File: config.mk
export PLATFORM = sky130hd
export DESIGN_NAME = keypad_conditioner
export DESIGN_NICKNAME = d
export VERILOG_FILES = /design/src/rtl/keypad_conditioner.sv
export SDC_FILE = /design/constraint.sdc
export NUM_CORES = 1
export LEC_CHECK = 0
export ABC_AREA = 1
export ABC_CLOCK_PERIOD_IN_PS = 1800
export CAP_MARGIN = 20
export CORE_UTILIZATION = 55
export DETAILED_ROUTE_END_ITERATION = 8
export MAX_ROUTING_LAYER = met4
export PLACE_DENSITY = 0.82
export SETUP_SLACK_MARGIN = 0.5
export SLEW_MARGIN = 20
export SYNTH_ARGS = -nofsm -noshare
export SYNTH_HDL_FRONTEND = slang
export SYNTH_SLANG_ARGS = --single-unit
File: constraint.sdc
create_clock -name clk -period 1.8 [get_ports clk]
set_clock_uncertainty 0.05 [all_clocks]
set_input_delay 0.27 -clock clk [delete_from_list [all_inputs] [get_ports clk]]
set_output_delay 0.27 -clock clk [all_outputs]
set_load 0.01 [all_outputs]
File: src/rtl/keypad_conditioner.sv
// Keypad input stage: synchronises, debounces and edge-detects eight buttons,
// then holds one one-hot hit until the game core acknowledges it.
module keypad_conditioner #(
    parameter int DEB_CYCLES = 20000,
    parameter int CNT_W      = 15
) (
    input  logic       clk,
    input  logic       RESET,
    input  logic [7:0] keypad,
    input  logic       ack,
    output logic [7:0] key_stable,
    output logic [7:0] key_pulse,
    output logic [7:0] key_onehot,
    output logic       key_valid,
    output logic       overrun
);

    typedef enum logic {
        IDLE,
        HELD
    } state_t;

    localparam logic [CNT_W-1:0] CNT_MAX = CNT_W'(DEB_CYCLES - 1);
    localparam logic [CNT_W-1:0] CNT_ONE = CNT_W'(1);

    logic [7:0]       sync1_q;
    logic [7:0]       sync2_q;
    logic [7:0]       stable_q;
    logic [7:0]       stable_d;
    logic [7:0]       stable_dly_q;
    logic [7:0]       pulse_q;
    logic [7:0]       pulse_d;
    logic [7:0]       first_d;
    logic [7:0]       onehot_q;
    logic [7:0]       onehot_d;
    logic             valid_q;
    logic             valid_d;
    logic             overrun_q;
    logic             overrun_d;
    state_t           state_q;
    state_t           state_d;
    logic [CNT_W-1:0] cnt_q [8];
    logic [CNT_W-1:0] cnt_d [8];

    // Counter only runs while the synchronised level disagrees with the
    // debounced one; any agreement restarts it from zero.
    always_comb begin
        stable_d = stable_q;
        for (int i = 0; i < 8; i++) begin
            cnt_d[i] = '0;
            if (sync2_q[i] != stable_q[i]) begin
                if (cnt_q[i] == CNT_MAX) begin
                    stable_d[i] = sync2_q[i];
                end else begin
                    cnt_d[i] = cnt_q[i] + CNT_ONE;
                end
            end
        end
    end

    // Rising edges of the debounced level, one cycle after they appear.
    assign pulse_d = stable_q & ~stable_dly_q;
    assign first_d = pulse_d & (~pulse_d + 8'd1);

    always_comb begin
        state_d   = state_q;
        onehot_d  = onehot_q;
        valid_d   = valid_q;
        overrun_d = overrun_q;
        unique case (state_q)
            IDLE: begin
                if (|pulse_d) begin
                    onehot_d = first_d;
                    valid_d  = 1'b1;
                    state_d  = HELD;
                end
            end
            HELD: begin
                if (ack && (|pulse_d)) begin
                    onehot_d  = first_d;
                    valid_d   = 1'b1;
                    overrun_d = 1'b0;
                end else if (ack) begin
                    onehot_d  = 8'd0;
                    valid_d   = 1'b0;
                    overrun_d = 1'b0;
                    state_d   = IDLE;
                end else if (|pulse_d) begin
                    overrun_d = 1'b1;
                end
            end
            default: begin
                state_d = IDLE;
            end
        endcase
    end

    always_ff @(posedge clk or negedge RESET) begin
        if (!RESET) begin
            sync1_q      <= 8'd0;
            sync2_q      <= 8'd0;
            stable_q     <= 8'd0;
            stable_dly_q <= 8'd0;
            pulse_q      <= 8'd0;
            onehot_q     <= 8'd0;
            valid_q      <= 1'b0;
            overrun_q    <= 1'b0;
            state_q      <= IDLE;
            for (int i = 0; i < 8; i++) begin
                cnt_q[i] <= '0;
            end
        end else begin
            sync1_q      <= keypad;
            sync2_q      <= sync1_q;
            stable_q     <= stable_d;
            stable_dly_q <= stable_q;
            pulse_q      <= pulse_d;
            onehot_q     <= onehot_d;
            valid_q      <= valid_d;
            overrun_q    <= overrun_d;
            state_q      <= state_d;
            for (int i = 0; i < 8; i++) begin
                cnt_q[i] <= cnt_d[i];
            end
        end
    end

    assign key_stable = stable_q;
    assign key_pulse  = pulse_q;
    assign key_onehot = onehot_q;
    assign key_valid  = valid_q;
    assign overrun    = overrun_q;

endmodule

## Word level (Yosys, flattened, before mapping)

Cells that the tools add are included.

- Add/sub/neg operators: 9
- Eq/ne operators: 18
- Mux-type cells: 30
- Bitwise logic cells: 5
- Reduce and logical (&&, ||, !) cells: 13

Operators with widths:

| kind | count |
|---|---|
| 2-to-1 mux 15 bit | 16 |
| adder 15 x 1 -> 15 bit, second input constant | 8 |
| equality test 15 bit, second input constant | 8 |
| 2-to-1 mux 8 bit | 3 |
| AND reduction 2 bit | 10 |
| AND 8 bit | 2 |
| NOT 8 bit | 2 |
| one-hot mux 8 bit (2 select lines) | 1 |
| adder 8 x 1 -> 8 bit, second input constant | 1 |
| 2-to-1 mux 1 bit | 8 |
| inequality test 1 bit | 8 |
| OR reduction 8 bit | 1 |
| one-hot mux 1 bit (2 select lines) | 2 |
| inequality test 3 x 2 -> 1 bit, second input constant | 1 |
| nonzero test 3 bit | 1 |
| inequality test 2 bit, second input constant | 1 |
| logical AND 1 bit | 1 |
| NOT 1 bit | 1 |

- Flip-flop bits (word level): 171
- Input port bits: 11
- Output and inout bits: 26
- Word-level logic and storage cells: 99

## Longest topological paths before layout

Gate-level depths: netlist of the first run.

- Depth after elaboration: 7
- Depth in mapped cells: 9
- Mapped depth without buffers: 9

## Worst setup path before layout of the first run

OpenSTA, ideal clock, no wires.

- Path kind: register -> register
- From: register cnt_q[75] in the netlist's numbering
- To: register cnt_q[80] in the netlist's numbering
- Setup time: 0.120 ns
- Arrival time: 1.215 ns
- Required time: 1.630 ns
- Setup slack: 0.415 ns
- Cell stages (with the launch flop): 7
- Buffers on the path: 0
- Period minus slack after synthesis: 1.385 ns
- Cells stage by stage: dfrtp_1 -> ha_1 -> nand3_1 -> nor2_1 -> nand3_2 -> nand2_1 -> nor2_1

RTL lines:

| what | RTL line | RTL |
|---|---|---|
| from (decl) | 42 | `logic [CNT_W-1:0] cnt_q [8];` |
| from (signal, indexed assignment) | 123 | `cnt_q[i] <= cnt_d[i];` |

==> results of run 1 <==
## kinds of logic (layout without fill, tap and decap cells)
group | after synthesis | count (layout) | synth area share [%]
xor gates and xnor gates | 41 | 41 | 4.582
adders and majority gates | 8 | 8 | 1.156
and+or+nand+nor | 668 | 670 | 34.85
AOI/OAI and AO/OA | 66 | 66 | 4.076
buffers and inverters | 136 | 329 | 5.898
DFF | 171 | 171 | 49.44
## timing repair
action,4_1_cts,5_1_grt
pin swaps,36,117
hold buffers,1,0
setup endpoints to repair,124,151
hold endpoints to repair,32,0
setup buffers,45,71
gates resized for setup,217,289
cloned,2,0
## metal layers
metal	wire length, µm	vias to the layer above	GRT usage (%)
met5	0	-	-
met4	1536	0	10.99
met3	2349	181	6.449
met2	14280	555	45.64
met1	10500	4245	33.65
li1	-	3818	-
## stage by stage
step,util [%],instance area [µm²],setup slack [ns]
2_1_floorplan,-,8692,0.4896
3_3_place_gp,61.75,9423,0.2467
3_5_place_dp,61.75,9423,0.2015
4_1_cts,70.27,10720,0.3849
5_1_grt,80.72,12320,0.2556
6_report,80.72,12320,0.3208
## registers in the layout, summed over array words and instances (netlist names), 8 cells and up
| name | cells |
|---|---|
| sync1_q | 8 |
| sync2_q | 8 |
| key_stable | 8 |
| key_onehot | 8 |
| cnt_q | 120 |
| key_pulse | 8 |
| stable_dly_q | 8 |
## cell usage in the layout, fill, tap and decap left out, drive strengths merged, types with 27 or more instances in the layout
master    n
xor2     32
inv     140
o21ai    27
dfrtp   171
nor2    260
nand4    37
nand2   249
buf     152
a21oi    30
nand3    88
## worst max-delay path, stage by stage (launching register included)
cell and delay [ns]:
dfrtp_1 0.45, buf_6 0.14, nand2_4 0.06, nor2_4 0.18
nand2_2 0.11, nor2_2 0.17, nand2_1 0.08, nand2_1 0.09
nor2_1 0.05
## cell type report
cell class / instances / area share, %
well taps: 211 / 2.143
multi-input cells: 785 / 42.11
flip-flops and latches: 171 / 35.09
inverters: 136 / 4.206
clock inverters: 11 / 1.097
clock buffers: 20 / 3.708
repair buffers: 162 / 11.65
## report_power, final
| part | internal (mW) | switching [mW] |
|---|---|---|
| Clock | 2.14 | 1.64 |
| Combinational | 0.230 | 0.299 |
| Sequential | 3.91 | 0.0946 |
## worst min path at each step
stage / start / slack, ns / endpoint
CTS: keypad[5] / 0.21 / sync1_q[5]$_DFF_PN0_
detailed placement: RESET / 0.17 / cnt_q[83]$_DFF_PN0_
global route: keypad[4] / 0.21 / sync1_q[4]$_DFF_PN0_
global placement: RESET / 0.16 / cnt_q[83]$_DFF_PN0_
finish: keypad[0] / 0.22 / sync1_q[0]$_DFF_PN0_
floorplan: RESET / -0.08 / cnt_q[0]$_DFF_PN0_
==> flow_summary_export.csv, run 1 <==
group,metric,value,unit
run_status,status,"finished, final reports clean",
worst_setup_path,crit_arrival,1.76,ns
timing,period_minus_slack,1.479,ns
logic_synthesis,ys_seq_area_share,49.44,%
timing,finalSetupViolations,0,
finish,seqCellArea,4322,µm²
logic_synthesis,synthDistinctLibCells,32,
place,io_buffers,36,
floorplanning,fp.dieH,127.5,µm
timing,hold_ws,0.2173,ns
global_route,antenna_found_initial,0,
logic_synthesis,synth_top_area_share,49.44,%
clock_network,cts.root.buffer_cell,"clkbuf_16",
logic_synthesis,yosysTopAreaCell,"dfrtp_1",
run,cap_violations,0,
timing,tns,0,ns
clock_network,cts.path.max_buffers,2,
detailed_routing,vias,8799,
floorplanning,core,15260,µm²
place,dp_hpwl,13.33,mm
finish,fillCellCount,775,
worst_setup_path,crit_path_end_kind,"register",
worst_setup_path,crit_start,"cnt_q[60]$_DFF_PN0_",
clock_network,cts_tree,"built",
hold_path,worstHoldPathType,"in2reg",
finish,layout.nets,1292,
timing,fin_crit_sh,82.18,%
logic_synthesis,ys_seq_elements,171,
global_route,grt_max_degree,40,
clock_network,cts.sinks,171,
clock_network,clk_latency,0.44,ns
worst_setup_path,cp_max_fo,5,
global_route,overflow,0,
logic_synthesis,yosysWarnings,0,
timing,tightest_slew,0.4989,ns
detailed_routing,drc,0,
logic_synthesis,synth.cell_area,8656,µm²
logic_synthesis,synth_area_leaders,"dfrtp_1, nand2_1, nor2_1",
worst_setup_path,r2r-end,"cnt_q[69]$_DFF_PN0_",
place,place.gp.congestion,0.9280,
hold_path,hold_depth,1,
floorplanning,initial_core_util,56.73,%
global_route,grt_pass1_vias,7558,
detailed_routing,routed_via_density,5.882,
worst_setup_path,reg2reg_depth,8,
detailed_routing,final_antenna_net_count,0,
logic_synthesis,syn_nets,1109,
logic_synthesis,ys_top_cells_by_count,"nand2_1, nor2_1, dfrtp_1, inv_1, nand3_1",
timing,max_slew_margin,66.66,%
clock_network,clk_pin_slew_worst_paths,0.07,ns
floorplanning,ioPinCount,37,
finish,final_cells,1496,
power,power.total,8.303,mW
logic_synthesis,synth_edf_count,0,
global_route,grt_usage,27.94,%
timing,slew_violations,0,
finish,drive_gt1_share,39.77,%
floorplanning,rows,45,
logic_synthesis,synth-async-reset-ratio,100.0,%
floorplanning,die-area,16240,µm²
logic_synthesis,synth_most_common_cell,"nand2_1",
detailed_routing,wirelength,28.67,mm
detailed_routing,drt_first_pass_iters,5,
timing,final-hold-violation-count,0,
worst_setup_path,cp.required,2.08,ns
worst_setup_path,cp-endpoint,"cnt_q[69]$_DFF_PN0_",
worst_setup_path,critPathKind,"reg2reg",
clock_network,cts_made_buffers,17,
power,ir_drop,736.5,µV
logic_synthesis,synth_cells,1090,
finish,syn_to_final_growth,42.30,%
finish,multi_input_area,5186,µm²
worst_setup_path,r2r_start,"cnt_q[60]$_DFF_PN0_",
detailed_routing,first_iter_violations,951,
power,power_density,674.2,nW/µm²
timing,fmax,0.6760,GHz
logic_synthesis,yosys_most_used_dff,"dfrtp_1",
logic_synthesis,syn-mean-instance-area,7.941,µm²
worst_setup_path,reg2reg_slack,0.32,ns
finish,num_antenna_cells,0,
power,p_leak,5.295,nW
floorplanning,die_w,127.5,µm
worst_setup_path,cp-start-kind,"register",
detailed_routing,wl_per_cell,19.16,µm
timing,rsz0062_at_grt,"yes",
clock_network,h-tree-depth,4,
place,dp.cells,1346,
global_route,grt_first_pass_wirelength,34.68,mm
Power figures use the tool's default switching activity.
==> inputs of run 2 (changes only) <==
--- a/config.mk
+++ b/config.mk
@@ -6,12 +6,12 @@
 export NUM_CORES = 1
 export LEC_CHECK = 0
 export ABC_AREA = 1
-export ABC_CLOCK_PERIOD_IN_PS = 1800
+export ABC_CLOCK_PERIOD_IN_PS = 1300
 export CAP_MARGIN = 20
 export CORE_UTILIZATION = 55
 export DETAILED_ROUTE_END_ITERATION = 8
 export MAX_ROUTING_LAYER = met4
-export PLACE_DENSITY = 0.82
+export PLACE_DENSITY = 0.85
 export SETUP_SLACK_MARGIN = 0.5
 export SLEW_MARGIN = 20
 export SYNTH_ARGS = -nofsm -noshare
==> constraint.sdc (replaced) <==
create_clock -name clk -period 1.3 [get_ports clk]
set_clock_uncertainty 0.05 [all_clocks]
set_input_delay 0.195 -clock clk [delete_from_list [all_inputs] [get_ports clk]]
set_output_delay 0.195 -clock clk [all_outputs]
set_load 0.01 [all_outputs]
==> run 2 against run 1 <==
- the flow now finishes with violations (design-rule violations, negative setup slack)
- critical path depth down 2
- power up 45%
- global-route usage up 12 points
- first-iteration DRC count up 93%
- utilization up 13 points
- largest cell class unchanged
==> flow_summary_export.csv, run 2 (synthesized netlist as in run 1, its figures left out) <==
group,metric,value,unit
run_status,status,"finished, violations left",
run_status,violations,"design-rule violations, negative setup slack",
detailed_routing,routed_via_density,6.844,
detailed_routing,wl_per_cell,27.85,µm
global_route,globalRouteMet2Util,67.05,%
global_route,antenna_found_initial,5,
clock_network,cts_tree,"built",
timing,fmax,0.5514,GHz
timing,setup_slack,-0.5134,ns
timing,finalSetupViolations,145,
run,cap_violations,0,
finish,final_cells,1611,
finish,fillCellCount,433,
worst_setup_path,crit_arrival,2.11,ns
global_route,grt_pass1_vias,9506,
worst_setup_path,slowest_stage,"nor3_4",
floorplanning,rows,45,
finish,final_cell_mix,"nand2_1, buf_4, dfrtp_1, nor2_1, buf_6",
worst_setup_path,cpPeakStageDelay,0.50,ns
worst_setup_path,cp.required,1.59,ns
hold_path,hold_depth,1,
timing,period_minus_slack,1.813,ns
power,power_density,844.7,nW/µm²
place,placed_area,10530,µm²
place,place.gp.congestion,0.9176,
worst_setup_path,cp_max_fo,3,
floorplanning,die-area,16240,µm²
floorplanning,die_w,127.5,µm
clock_network,cts.root.buffer_cell,"clkbuf_16",
place,dp_hpwl,14.59,mm
detailed_routing,drt_first_pass_iters,9,
clock_network,clk_pin_slew_worst_paths,0.08,ns
place,pre_cts_ws,-0.08064,ns
finish,drive_gt1_share,55.41,%
finish,largest_reg_flops,120,
worst_setup_path,r2r_start,"cnt_q[16]$_DFF_PN0_",
hold_path,worstHoldPathType,"in2reg",
worst_setup_path,critPathKind,"reg2reg",
timing,slew_violations,0,
floorplanning,initial_core_util,56.73,%
hold_path,min_to,"sync1_q[2]$_DFF_PN0_",
power,switching_share,26.21,%
clock_network,clk_latency,0.47,ns
global_route,grt-busiest-layer,"met2",
worst_setup_path,path_cells,"buf_4 > nand2_4 > nor3_4 > nand3_1 > nand2_1 > a21oi_1",
finish,design_area,14250,µm²
detailed_routing,final_antenna_net_count,0,
clock_network,cts_made_buffers,17,
finish,regMostFlops,"cnt_q",
clock_network,cts.sinks,171,
power,p_leak,6.217,nW
detailed_routing,vias,11026,
detailed_routing,first_iter_violations,1831,
floorplanning,fp.dieH,127.5,µm
power,combPwrFrac,8.9,%
power,p_sw,3.154,mW
floorplanning,core,15260,µm²
timing,rsz0062_at_grt,"yes",
clock_network,cts.path.max_buffers,2,
hold_path,worstHoldStart,"keypad[2]",
timing,tns,-27.23,ns
timing,tightest_slew,0.5433,ns
worst_setup_path,reg2reg_depth,6,
global_route,overflow,0,
finish,layout_commonest_cell,"nand2_1",
power,p_int,8.882,mW
timing,final-hold-violation-count,0,
worst_setup_path,reg2reg_slack,-0.51,ns
timing,max_slew_margin,63.66,%
finish,layout.nets,1401,
place,io_buffers,36,
power,p_seq_share,46.1,%
worst_setup_path,crit_path_end_kind,"register",
worst_setup_path,cp-start-kind,"register",
power,p_clk_share,45.0,%
clock_network,h-tree-depth,4,
global_route,grt_max_degree,41,
place,dp.cells,1418,
detailed_routing,wirelength,44.87,mm
timing,fin_crit_sh,139.5,%
worst_setup_path,r2r-end,"cnt_q[28]$_DFF_PN0_",
finish,syn_to_final_growth,64.61,%
global_route,grt_first_pass_wirelength,48.87,mm
global_route,grt_use_met1,43.47,%
global_route,globalRouteMet3Util,10.68,%
detailed_routing,drc,35,
floorplanning,ioPinCount,37,
power,ir_drop,1304,µV
global_route,grt_usage,40.41,%
-- run 2: worst max path at each step --
stage                             start                   endpoint  slack (ns)  cells past startpoint
floorplan           cnt_q[30]$_DFF_PN0_        cnt_q[33]$_DFF_PN0_        0.02                      8
global placement                    ack  key_onehot[0]$_DFFE_PN0P_      -0.007                      8
detailed placement                  ack  key_onehot[7]$_DFFE_PN0P_       -0.08                      7
CTS                 cnt_q[60]$_DFF_PN0_  key_stable[3]$_DFFE_PN0P_       -0.06                      6
global route        cnt_q[16]$_DFF_PN0_        cnt_q[28]$_DFF_PN0_       -0.58                      6
finish              cnt_q[16]$_DFF_PN0_        cnt_q[28]$_DFF_PN0_       -0.51                      6
-- run 2: layout make-up --
type	instances	area, µm²	area share, %
Multi-Input combinational cell	785	5952	41.77
Sequential cell	171	4332	30.40
Timing Repair Buffer	269	2521	17.69
Inverter	136	573.1	4.022
Clock buffer	26	489.2	3.433
Tap cell	211	264.0	1.853
Clock inverter	6	86.33	0.6059
Timing Repair inverter	2	18.77	0.1317
Antenna cell	5	12.51	0.08781
-- run 2: layer usage --
layer,part of all wire (%),vias up
li1,-,4051
met1,30,5039
met2,43,1295
met3,14,641
met4,13,0
met5,0,-
-- run 2: power groups by stage --
stage	Clock, mW	Sequential [mW]	Combinational [mW]
2_1_floorplan	0	5.60	0.249
3_3_place_gp	0	5.60	0.553
3_5_place_dp	0	5.60	0.572
4_1_cts	5.06	5.51	0.788
5_1_grt	5.56	5.55	1.12
6_report	5.42	5.55	1.07
-- run 2: critical path, delay by kind of cell (launching register included) --
kind | cells | cell delay (ns)
DFF | 1 | 0.47
AOI/OAI and AO/OA | 1 | 0.08
and+or+nand+nor | 4 | 0.89
buffers and inverters | 1 | 0.18
-- run 2: timing repair --
item / CTS / global route
endpoints found under the hold margin: 171 / 0
pin swaps: 118 / 127
gates cloned: 3 / 1
resized for setup: 352 / 319
setup endpoints to repair: 170 / 273
hold buffers: 1 / 0
buffers inserted: 82 / 69
-- run 2: metrics by stage --
stage	utilization [%]	power [mW]	hold slack, ns
after floorplan	-	5.847	-0.1506
after global placement	69.03	6.150	0.04082
after detailed placement	69.03	6.176	0.03730
after CTS	82.59	11.36	0.1417
after global routing	93.38	12.24	0.1232
final	93.38	12.04	0.1221
==> inputs of run 3 (changes only) <==
--- a/config.mk
+++ b/config.mk
@@ -5,10 +5,10 @@
 export SDC_FILE = /design/constraint.sdc
 export NUM_CORES = 1
 export LEC_CHECK = 0
-export ABC_AREA = 1
+export ABC_AREA = 0
 export ABC_CLOCK_PERIOD_IN_PS = 1300
 export CAP_MARGIN = 20
-export CORE_UTILIZATION = 55
+export CORE_UTILIZATION = 54
 export DETAILED_ROUTE_END_ITERATION = 8
 export MAX_ROUTING_LAYER = met4
 export PLACE_DENSITY = 0.85
==> run 3 against run 2 <==
- the flow finishes with violations (negative hold slack, negative setup slack)
- register-to-register slack lost 0.27 ns
- largest power group is now clock
- sequential cell count is the same
- synthesized area shrank 13%
- utilization shrank 1.9 points
- first-iteration DRC count shrank 26%
- sequential share of layout area grew 4.5 points
- highest routed layer unchanged
- final cell count shrank 27%
- critical path depth shrank 1
- routed wire length shrank 21%
- global-route usage shrank 0.98 points
==> flow_summary_export.csv, run 3 <==
group,metric,value,unit
run_status,status,"finished, violations left",
run_status,violations,"negative hold slack, negative setup slack",
logic_synthesis,synth-async-reset-ratio,100.0,%
detailed_routing,drt_first_pass_iters,6,
finish,drive_gt1_share,52.64,%
logic_synthesis,ys_top_cells_by_count,"dfrtp_1, nor2_1, xnor2_1, xor2_1",
worst_setup_path,critPathKind,"reg2reg",
worst_setup_path,cpPeakStageDelay,0.57,ns
worst_setup_path,crit_path_end_kind,"register",
logic_synthesis,synth_compound_area_share,1.678,%
finish,final_cell_mix,"dfrtp_1, buf_4, buf_6, xnor2_1",
global_route,antenna_found_initial,2,
detailed_routing,final_antenna_net_count,0,
logic_synthesis,synthMuxAreaShare,1.777,%
finish,layout.nets,1011,
detailed_routing,first_iter_violations,1359,
floorplanning,core,13400,µm²
hold_path,worstHoldPathType,"in2async",
clock_network,clk_latency,0.46,ns
logic_synthesis,synth_top_family_by_area,"simple AND/OR/NAND/NOR gates",
logic_synthesis,synth_edf_count,0,
logic_synthesis,synthAdderAreaFrac,1.329,%
place,dp_hpwl,12.55,mm
timing,finalSetupViolations,146,
detailed_routing,vias,8192,
detailed_routing,wirelength,35.43,mm
timing,slew_violations,0,
logic_synthesis,synth.cell_area,7532,µm²
finish,regMostFlops,"cnt_q",
place,io_buffers,36,
global_route,grt_usage,39.44,%
global_route,grt_pass1_vias,7611,
worst_setup_path,r2r_start,"key_stable[7]$_DFFE_PN0P_",
logic_synthesis,synth_most_common_cell,"dfrtp_1",
place,place.gp.congestion,0.8436,
worst_setup_path,crit_arrival,2.38,ns
logic_synthesis,synth_area_leaders,"dfrtp_1, xnor2_1, xor2_1",
run,cap_violations,0,
logic_synthesis,synth_cells,704,
clock_network,clk_pin_slew_worst_paths,0.08,ns
worst_setup_path,reg2reg_slack,-0.79,ns
floorplanning,die-area,14430,µm²
global_route,overflow,0,
logic_synthesis,yosysWarnings,0,
floorplanning,die_w,120.1,µm
logic_synthesis,yosys_most_used_dff,"dfrtp_1",
worst_setup_path,cp-start-kind,"register",
clock_network,cts.root.buffer_cell,"clkbuf_16",
finish,largest_reg_flops,120,
detailed_routing,routed_via_density,6.925,
clock_network,cts_tree,"built",
logic_synthesis,syn_nets,723,
clock_network,cts_made_buffers,17,
worst_setup_path,slowest_stage,"or4_4",
timing,hold_ws,-0.4598,ns
timing,max_slew_margin,61.07,%
detailed_routing,wl_per_cell,29.95,µm
floorplanning,ioPinCount,37,
timing,rsz0062_at_grt,"yes",
logic_synthesis,synth_top_area_share,56.81,%
worst_setup_path,reg2reg_depth,5,
clock_network,cts.path.max_buffers,2,
finish,layout_commonest_cell,"dfrtp_1",
worst_setup_path,cp_max_fo,6,
power,power_density,981.2,nW/µm²
timing,final-hold-violation-count,171,
logic_synthesis,synth_simple_gate_area_share,24.07,%
finish,syn_to_final_growth,62.82,%
worst_setup_path,cp.required,1.59,ns
timing,tightest_slew,0.5787,ns
worst_setup_path,r2r-end,"key_onehot[2]$_DFFE_PN0P_",
logic_synthesis,ys_seq_elements,171,
clock_network,cts.sinks,171,
timing,fmax,0.4793,GHz
finish,fin_util,91.52,%
logic_synthesis,yosysTopAreaCell,"dfrtp_1",
logic_synthesis,ys_seq_area_share,56.81,%
global_route,grt_max_degree,52,
floorplanning,initial_core_util,56.21,%
logic_synthesis,synthDistinctLibCells,39,
timing,fin_crit_sh,160.5,%
timing,period_minus_slack,2.086,ns
worst_setup_path,path_cells,"nor2b_4 > or4_4 > o21bai_1 > buf_4 > mux2i_1",
place,pre_cts_ws,-0.6463,ns
logic_synthesis,syn-mean-instance-area,10.70,µm²
logic_synthesis,synthXorXnorAreaFrac,12.33,%
timing,setup_slack,-0.7865,ns
clock_network,h-tree-depth,4,
floorplanning,rows,42,
power,ir_drop,1708,µV
detailed_routing,drc,0,
power,p_leak,5.467,nW
floorplanning,fp.dieH,120.1,µm
global_route,grt_first_pass_wirelength,41.41,mm
-- run 3: worst max-delay path by stage --
stage | from | endpoint | slack, ns
2_1_floorplan | cnt_q[37]$_DFF_PN0_ | key_stable[5]$_DFFE_PN0P_ | -0.56
3_3_place_gp | cnt_q[37]$_DFF_PN0_ | cnt_q[40]$_DFF_PN0_ | -0.55
3_5_place_dp | cnt_q[37]$_DFF_PN0_ | cnt_q[35]$_DFF_PN0_ | -0.65
4_1_cts | cnt_q[38]$_DFF_PN0_ | key_stable[5]$_DFFE_PN0P_ | -0.62
5_1_grt | stable_dly_q[6]$_DFF_PN0_ | key_onehot[2]$_DFFE_PN0P_ | -0.78
6_report | key_stable[7]$_DFFE_PN0P_ | key_onehot[2]$_DFFE_PN0P_ | -0.79
-- run 3: final cells by class --
cell class              count  area, µm²
clock inverters            13      166.4
diodes                      2      5.005
fillers                   401       1136
well taps                 176      220.2
multi-input cells         497       4368
flip-flops and latches    171       4280
clock buffers              19      442.9
inverters                  16      60.06
repair buffers            289       2721
-- run 3: critical path, delay by kind of cell (launching register included) --
family | cells | cell delay, ns
compound gates | 1 | 0.22
flops | 1 | 0.42
buf+inv | 1 | 0.23
mux | 1 | 0.32
simple gates | 2 | 0.72
-- run 3: cell families after synthesis --
family | count (synthesis)
multiplexers | 12
AND/OR/NAND/NOR | 350
flip-flops | 171
adder cells (fa/ha/maj) | 8
buffers and inverters | 38
XOR/XNOR | 106
AO/OA/AOI/OAI | 19
-- run 3: report_power, final --
group / internal, mW / leakage (nW) / switching [mW] / total, mW
logic: 0.434 / 2.85 / 0.543 / 0.977
registers: 5.40 / 2.33 / 0.0913 / 5.49
clock network: 3.09 / 0.290 / 2.47 / 5.56
total: 8.93 / 5.47 / 3.11 / 12.0
-- run 3: per-stage QoR --
stage                     instances  hold WS [ns]  total power, mW  setup TNS, ns  cell area [µm²]
after global placement         1063      0.007474            6.061         -22.70             9488
after detailed placement       1063      0.009783            6.098         -29.60             9488
after CTS                      1152       -0.4352            11.50         -31.97            11320
after global routing           1183       -0.4574            12.25         -65.49            12260
after floorplan                 704       -0.1506            5.769         -28.64             7734
final                          1183       -0.4598            12.03         -62.05            12260
-- run 3: repair_timing --
item | 4_1_cts | 5_1_grt
setup buffers | 53 | 29
gates cloned | 4 | 0
hold endpoints to repair | 171 | 171
pin swaps | 56 | 35
setup endpoints to repair | 172 | 181
gates resized for setup | 300 | 160
-- run 3: metal layers --
metal	vias to the layer above	global-route usage, %	share of wire, %
met5	-	-	0
met4	0	20.63	10
met3	373	7.272	11
met2	887	66.42	46
met1	3926	44.82	33
li1	3006	-	-
